File: src/rtl/join_merge_pkg.sv
// rtl/join_merge_pkg.sv - mode encoding and default widths for join_merge_n
package join_merge_pkg;

    typedef enum logic [1:0] {
        JM_JOIN       = 2'b00,
        JM_JOIN_CTRL  = 2'b01,
        JM_MERGE_RR   = 2'b10,
        JM_MERGE_PRIO = 2'b11
    } jm_mode_e;

    localparam int JM_DEFAULT_DATA_WIDTH = 32;
    localparam int JM_DEFAULT_NUM_INPUTS = 4;

endpackage

File: src/rtl/join_merge_n_rr_arbiter.sv
// rtl/join_merge_n_rr_arbiter.sv - round-robin / fixed-priority arbiter owning rr_q
module rr_arbiter #(
    parameter  int N     = 4,
    localparam int IDX_W = (N > 1) ? $clog2(N) : 1
) (
    input  logic             clk,
    input  logic             resetn,
    input  logic [N-1:0]     req,
    input  logic             en_rr,
    input  logic             advance,
    output logic [N-1:0]     gnt,
    output logic [IDX_W-1:0] gnt_idx
);

    logic [IDX_W-1:0] rr_q;
    logic             found;
    int unsigned      pos;

    // Search upward from rr_q with wrap in round-robin mode, from 0 otherwise.
    always_comb begin
        gnt     = '0;
        gnt_idx = '0;
        found   = 1'b0;
        pos     = 0;
        for (int k = 0; k < N; k++) begin
            pos = en_rr ? (int'(rr_q) + k) % N : k;
            if (!found && req[pos]) begin
                found    = 1'b1;
                gnt[pos] = 1'b1;
                gnt_idx  = IDX_W'(pos);
            end
        end
    end

    always_ff @(posedge clk) begin
        if (!resetn) begin
            rr_q <= '0;
        end else if (advance && found) begin
            rr_q <= (gnt_idx == IDX_W'(N - 1)) ? '0 : gnt_idx + 1'b1;
        end
    end

endmodule

File: src/rtl/join_merge_n.sv
// rtl/join_merge_n.sv - N-input join/merge with control channel; JOIN_MERGE_N_OUT_REG_EN adds an output register
module join_merge_n
    import join_merge_pkg::*;
#(
    parameter  int DATA_WIDTH = JM_DEFAULT_DATA_WIDTH,
    parameter  int NUM_INPUTS = JM_DEFAULT_NUM_INPUTS,
    localparam int SEL_W      = $clog2(NUM_INPUTS)
) (
    input  logic                                  clk_i,
    input  logic                                  rst_n_i,
    input  jm_mode_e                              mode_i,
    input  logic [NUM_INPUTS-1:0][DATA_WIDTH-1:0] din_i,
    input  logic [NUM_INPUTS-1:0]                 din_v_i,
    output logic [NUM_INPUTS-1:0]                 din_r_o,
    input  logic                                  cin_i,
    input  logic                                  cin_v_i,
    output logic                                  cin_r_o,
    output logic [NUM_INPUTS-1:0][DATA_WIDTH-1:0] dout_o,
    output logic [SEL_W-1:0]                      sel_o,
    output logic                                  cout_o,
    output logic                                  out_v_o,
    input  logic                                  out_r_i
);

    logic                                  is_merge;
    logic                                  is_ctrl;
    logic                                  is_rr;
    logic                                  all_v;
    logic                                  ctrl_ok;
    logic                                  fire;
    logic                                  load;
    logic [NUM_INPUTS-1:0]                 others_v;
    logic [NUM_INPUTS-1:0]                 gnt;
    logic [SEL_W-1:0]                      gnt_idx;
    logic [NUM_INPUTS-1:0][DATA_WIDTH-1:0] nxt_dout;
    logic [SEL_W-1:0]                      nxt_sel;
    logic                                  nxt_cout;

    assign is_merge = mode_i[1];
    assign is_ctrl  = (mode_i == JM_JOIN_CTRL);
    assign is_rr    = (mode_i == JM_MERGE_RR);
    assign all_v    = &din_v_i;
    assign ctrl_ok  = is_ctrl ? cin_v_i : 1'b1;
    assign fire     = is_merge ? |din_v_i : (all_v & ctrl_ok);

    rr_arbiter #(.N(NUM_INPUTS)) u_arb (
        .clk     (clk_i),
        .resetn  (rst_n_i),
        .req     (din_v_i),
        .en_rr   (is_rr),
        .advance (rst_n_i & is_rr & fire & load),
        .gnt     (gnt),
        .gnt_idx (gnt_idx)
    );

    // A join channel may hand over its token only when every other party is valid too.
    always_comb begin
        others_v = '0;
        for (int i = 0; i < NUM_INPUTS; i++) begin
            others_v[i] = &(din_v_i | (NUM_INPUTS'(1) << i));
        end
    end

    always_comb begin
        nxt_dout = '0;
        nxt_sel  = '0;
        nxt_cout = 1'b0;
        if (is_merge) begin
            nxt_dout[0] = din_i[gnt_idx];
            nxt_sel     = gnt_idx;
            nxt_cout    = (gnt_idx != '0);
        end else begin
            nxt_dout = din_i;
            nxt_cout = cin_i;
        end
    end

    // Readies are held low during reset so nothing is consumed while the block is cleared.
    assign din_r_o = (rst_n_i && load) ? (is_merge ? gnt : (others_v & {NUM_INPUTS{ctrl_ok}})) : '0;
    assign cin_r_o = rst_n_i & load & is_ctrl & all_v;

`ifdef JOIN_MERGE_N_OUT_REG_EN
    assign load = !out_v_o | out_r_i;

    always_ff @(posedge clk_i) begin
        if (!rst_n_i) begin
            out_v_o <= 1'b0;
            dout_o  <= '0;
            sel_o   <= '0;
            cout_o  <= 1'b0;
        end else if (fire && load) begin
            out_v_o <= 1'b1;
            dout_o  <= nxt_dout;
            sel_o   <= nxt_sel;
            cout_o  <= nxt_cout;
        end else if (out_r_i) begin
            out_v_o <= 1'b0;
        end
    end
`else
    assign load    = out_r_i;
    assign out_v_o = rst_n_i & fire;
    assign dout_o  = rst_n_i ? nxt_dout : '0;
    assign sel_o   = rst_n_i ? nxt_sel : '0;
    assign cout_o  = rst_n_i & nxt_cout;
`endif

endmodule
File: config.mk
export PLATFORM = sky130hd
export DESIGN_NAME = join_merge_n
export DESIGN_NICKNAME = d
export VERILOG_FILES = /design/src/rtl/join_merge_pkg.sv /design/src/rtl/join_merge_n_rr_arbiter.sv /design/src/rtl/join_merge_n.sv
export SDC_FILE = /design/constraint.sdc
export NUM_CORES = 1
export LEC_CHECK = 0
export CELL_PAD_IN_SITES_DETAIL_PLACEMENT = 1
export CELL_PAD_IN_SITES_GLOBAL_PLACEMENT = 1
export CORE_AREA = 2 2 108 110
export CTS_BUF_LIST = sky130_fd_sc_hd__clkbuf_16
export CTS_CLUSTER_DIAMETER = 80
export DETAILED_ROUTE_END_ITERATION = 16
export DIE_AREA = 0 0 110 112
export DONT_BUFFER_PORTS = 1
export GPL_ROUTABILITY_DRIVEN = 0
export GPL_TIMING_DRIVEN = 0
export MAX_ROUTING_LAYER = met4
export PLACE_DENSITY = 0.6
export SLEW_MARGIN = 25
export SYNTH_ARGS = -nofsm -noshare
export SYNTH_HDL_FRONTEND = slang
export SYNTH_HIERARCHICAL = 1
export SYNTH_SLANG_ARGS = --single-unit
File: constraint.sdc
create_clock -name clk_i -period 2.5 [get_ports clk_i]
set_clock_uncertainty 0.1 [all_clocks]
set_input_delay 0 -clock clk_i [delete_from_list [all_inputs] [get_ports clk_i]]
set_output_delay 0 -clock clk_i [all_outputs]
set_load 0.01 [all_outputs]
Word level (Yosys, flattened, before mapping)
Cells that the tools add are included.
{ "word_totals": {"regBits": 2, "latchBits": 0, "ram_bits": 0, "rom_bits": 0, "input_bits": 139, "output_inout_bits": 137, "elab_cells": 100, "memories": 0} }
{ "classes": {"add_sub_neg": 4, "n_mul": 0, "div_mod_pow": 0, "n_lt_le_gt_ge": 9, "eq_ne": 3, "shift": 0, "n_mux": 45, "n_bitwise": 16, "n_reduce_logical": 22} }
{ "op_table": {"columns": ["op", "n"], "rows": [
  ["$mux 32", 5],
  ["$ge 32x1->1 const B", 4],
  ["$lt 32x3->1 const B", 4],
  ["$mux 128", 1],
  ["$mux 96", 1],
  ["$bmux 32 s2", 1],
  ["$mux 4", 6],
  ["$mux 2", 8],
  ["$mux 1", 15],
  ["$or 4x4->4", 3],
  ["$reduce_and 3->1", 4],
  ["$and 1x1->1", 9],
  ["$logic_and 1x1->1", 9],
  ["$bmux 1 s2", 4],
  ["$demux 1 s2", 4],
  ["$reduce_or 2->1", 3],
  ["$add 2x1->2 const B", 2],
  ["$add 2x2->2 const B", 2],
  ["$and 4x4->4", 1],
  ["$eq 2x2->1 const B", 2],
  ["$reduce_and 4->1", 1],
  ["$reduce_or 4->1", 1],
  ["$and 1x1->1 const A", 3],
  ["$logic_not 1->1", 3],
  ["3 further kinds", 3]
]} }

Logic depth before layout (Yosys ltp)
{ "depth": {"depth_word": 18, "depth_mapped": 14, "mapped_depth_nobuf": 9} }

Hierarchy
Netlist, hierarchy kept.
{ "by_module_without_submodules": {"columns": ["module", "n_inst", "cells_per_inst", "area_per_inst_um2", "seq_area_each_um2"], "rows": [
  ["join_merge_n", 1, 293, 1844.3, 0.0],
  ["rr_arbiter", 1, 91, 606.8, 40.0]
]} }

Least setup slack after synthesis
No wires, ideal clock.
{ "synth_path": {"kind": "flip-flop to output port", "start": "reg u_arb.rr_q[1]", "end": "out dout_o[10] (netlist name)", "arrival_time_ps": 2432, "required_ps": 2400, "path_slack_ps": -32, "stages_incl_launch_ff": 12, "n_path_buf": 3, "cell_sequence": "dfxtp_1 -> buf_2 -> inv_2 -> nand2_1 -> a311o_1 -> a21oi_1 -> mux2i_1 -> buf_2 -> buf_4 -> mux2_2 -> o22ai_1 -> nor2_1"} }
{ "synth_lines": {"columns": ["item", "line_no", "text"], "rows": [
  ["start: declaration", "join_merge_n_rr_arbiter.sv:15", "logic [IDX_W-1:0] rr_q;"],
  ["start signal: assignment", "join_merge_n_rr_arbiter.sv:39", "rr_q <= (gnt_idx == IDX_W'(N - 1)) ? '0 : gnt_idx + 1'b1;"],
  ["end: declaration", "join_merge_n.sv:18", "output logic [NUM_INPUTS-1:0][DATA_WIDTH-1:0] dout_o,"]
]} }

==> run_results.csv <==
group,metric,value,unit
logic_synthesis,synth_flop_cell,"dfxtp_1",
sta,slew_viol_final,0,
run_status,outcome,"complete, but fails checks",
drt,drt-pass1-iter-count,4,
drt,route.detailed.drc,0,
sta,fin_hold_ws,0.0126,ns
layout,layout.nets,549,
logic_synthesis,syn_nets,523,
logic_synthesis,synth.largest_area_cell,"and2_1",
logic_synthesis,ys_async_sr_fraction,0,%
global_route,grt_antenna_before_repair,0,
worst_setup_path,worstPathRequired,2.40,ns
layout,n_fill_cell,1344,
floorplan,ioPinCount,276,
job,maxCapViolations,0,
floorplan,die_area,12300,um2
sta,tightest_slew,1.05,ns
sta,fin_setup_tns,-3.73,ns
min_path,min_path_type,"input port to primary output",
logic_synthesis,synth.distinct_cells,49,
clocking,clockRootBuffer,"clkbuf_16",
global_route,grt_max_degree,13,
sta,hold_violations,0,
run_status,failed_checks,"setup timing",
worst_setup_path,critPathMaxFanout,10,
worst_setup_path,crit_arrival,2.59,ns
floorplan,num_rows,39,
global_route,grt_use_total,22.6,%
layout,final_core_util,32.3,%
drt,vias,3189,
layout,top_register,"u_arb/rr_q",
global_route,grt_pass1_wl,20.8,mm
floorplan,die_x,110,um
floorplan,start_util,21.9,%
drt,wire_per_inst,26.3,um
logic_synthesis,syn_avg_cell_area,6.38,um2
clocking,clkLatencyLatePin,0.22,ns
worst_setup_path,cp-start-kind,"flop",
layout,largest_reg_flops,2,
layout,syn2layout_area_growth,47.3,%
clocking,cts_tree,"built",
logic_synthesis,netlist_top_cells_count,"and2_1, o21ai_0, nor2_1",
logic_synthesis,synth_top_cell_area_share,25.3,%
logic_synthesis,synthesis.area,2450,um2
layout,drive_above_1_share,40.9,%
drt,finalWirelength,14.5,mm
clocking,cts.sinks,2,
logic_synthesis,yosysWarnings,6,
place,post-place-ws,-1.21,ns
place,placed_cells,527,
power,power.density,326,nW/um2
logic_synthesis,synth_edf_count,0,
logic_synthesis,ys_top_cells_by_area,"and2_1, mux2_2, o21ai_0, o22ai_1, nor2_1",
worst_setup_path,worstSetupEndpointType,"primary output",
sta,setup_viol,33,
logic_synthesis,synth_most_common_cell,"and2_1",
layout,final_area,3610,um2
worst_setup_path,path_class,"flop to primary output",
logic_synthesis,ys_seq_area_share,1.63,%
floorplan,die_y,112,um
floorplan,coreArea,11200,um2
power,total_power,1.18,mW
clocking,cts_buffers,3,
clocking,clk_pin_slew,0.03,ns
clocking,cts_buffer_depth,2,
sta,fin_crit,2.69,ns
layout,reg_top3,"u_arb/rr_q x2",
sta,rsz0062_at_grt,"true",
drt,drtIter0Drc,181,
sta,clock.fmax,0.372,GHz
layout,diodes,0,
clocking,h-tree-depth,1,
global_route,grt_pass1_vias,3505,
layout,instances_no_fill,551,
sta,relSlewSlack,29.8,%
sta,fin_crit_sh,108,%
global_route,grt_overflow_total,0,
power,ir_drop,163,uV
logic_synthesis,synth_cells,384,
place,hpwl,11.0,mm
sta,fin_ws,-0.188,ns
logic_synthesis,ys_ff_latch,2,
drt,ant_nets,0,
drt,via_per_inst,5.79,
power,p_leak,1.27,nW
place,placed_area,2630,um2
place,port_buffers,0,
## area by class of cell
type                    instances  area [um2]  area share (%)
multi-input cells             335        2770            76.7
plain buffers                  37         267            7.38
repair buffers                 22         230            6.38
well taps                     143         179            4.96
clock buffers                   3        75.1            2.08
flip-flops and latches          2        45.0            1.25
inverters                       9        43.8            1.21
## critical path, cell delays in order, from the launching register on
cell and delay (ns):
dfxtp_4 0.36, nand2_1 0.07, buf_2 0.20, a21oi_2 0.21, a21oi_4 0.11, a221oi_2 0.35, o21ai_4 0.14, nand2_1 0.16
buf_6 0.22, buf_6 0.20, o22ai_1 0.09, nor2_1 0.24
## where the power goes
group / switching, mW / total (mW) / internal (mW) / leakage [nW]
Combinational: 0.496 / 0.898 / 0.401 / 1.22
Clock: 0.0413 / 0.245 / 0.204 / 0.0370
Sequential: 0.00213 / 0.0358 / 0.0337 / 0.0175
Total: 0.540 / 1.18 / 0.639 / 1.27
## per-layer routing
layer / vias to the layer above / routed length, um / global-route usage, %
met5: - / 0 / -
met4: 0 / 357 / 6.24
met3: 24 / 1150 / 6.38
met2: 157 / 7700 / 38.7
met1: 1575 / 5310 / 25.4
li1: 1433 / - / -
## what timing repair did
item,in CTS,in global routing
hold buffers,1,0
gates resized for setup,125,62
pin swaps,26,20
endpoints found under the setup margin,38,37
gates cloned,1,2
hold endpoints to repair,2,0
setup buffers,16,2
## logic make-up (layout without fill, tap and decap cells)
group	count (synthesis)	count (layout)	synth area share, %
flops	2	2	1.63
compound gates	114	114	30.2
mux	34	34	15.4
buf+inv	47	71	9.09
simple gates	187	187	43.7
## path summary, 6_finish.rpt
| kind | from | to | slack, ns | cells after the start |
|---|---|---|---|---|
| max | u_arb/rr_q[0] | dout_o[19] | -0.19 | 11 |
| min | din_v_i[1] | cin_r_o | 0.01 | 2 |
| max reg2reg | u_arb/rr_q[0] | u_arb/rr_q[0] | 0.35 | 8 |
| min reg2reg | u_arb/rr_q[0] | u_arb/rr_q[0] | 0.62 | 3 |
## layout by cell type (no fill, tap or decap), types with 5 or more instances in the layout
cell type	instances
nor2_4	8
inv_1	7
o21ai_2	8
nand3_1	6
o21ai_0	18
clkbuf_1	11
and2_1	99
nor3_1	6
nand4_1	5
nor2_2	17
mux2_4	11
buf_6	9
buf_2	7
mux2i_1	5
clkbuf_2	5
o21ai_1	10
nor2_1	9
o22ai_1	9
o22ai_4	8
o21ai_4	7
clkbuf_16	5
buf_4	17
mux2_2	18
nand2_1	11
nand3b_1	6
o22ai_2	14
Power figures use the tool's default switching activity.
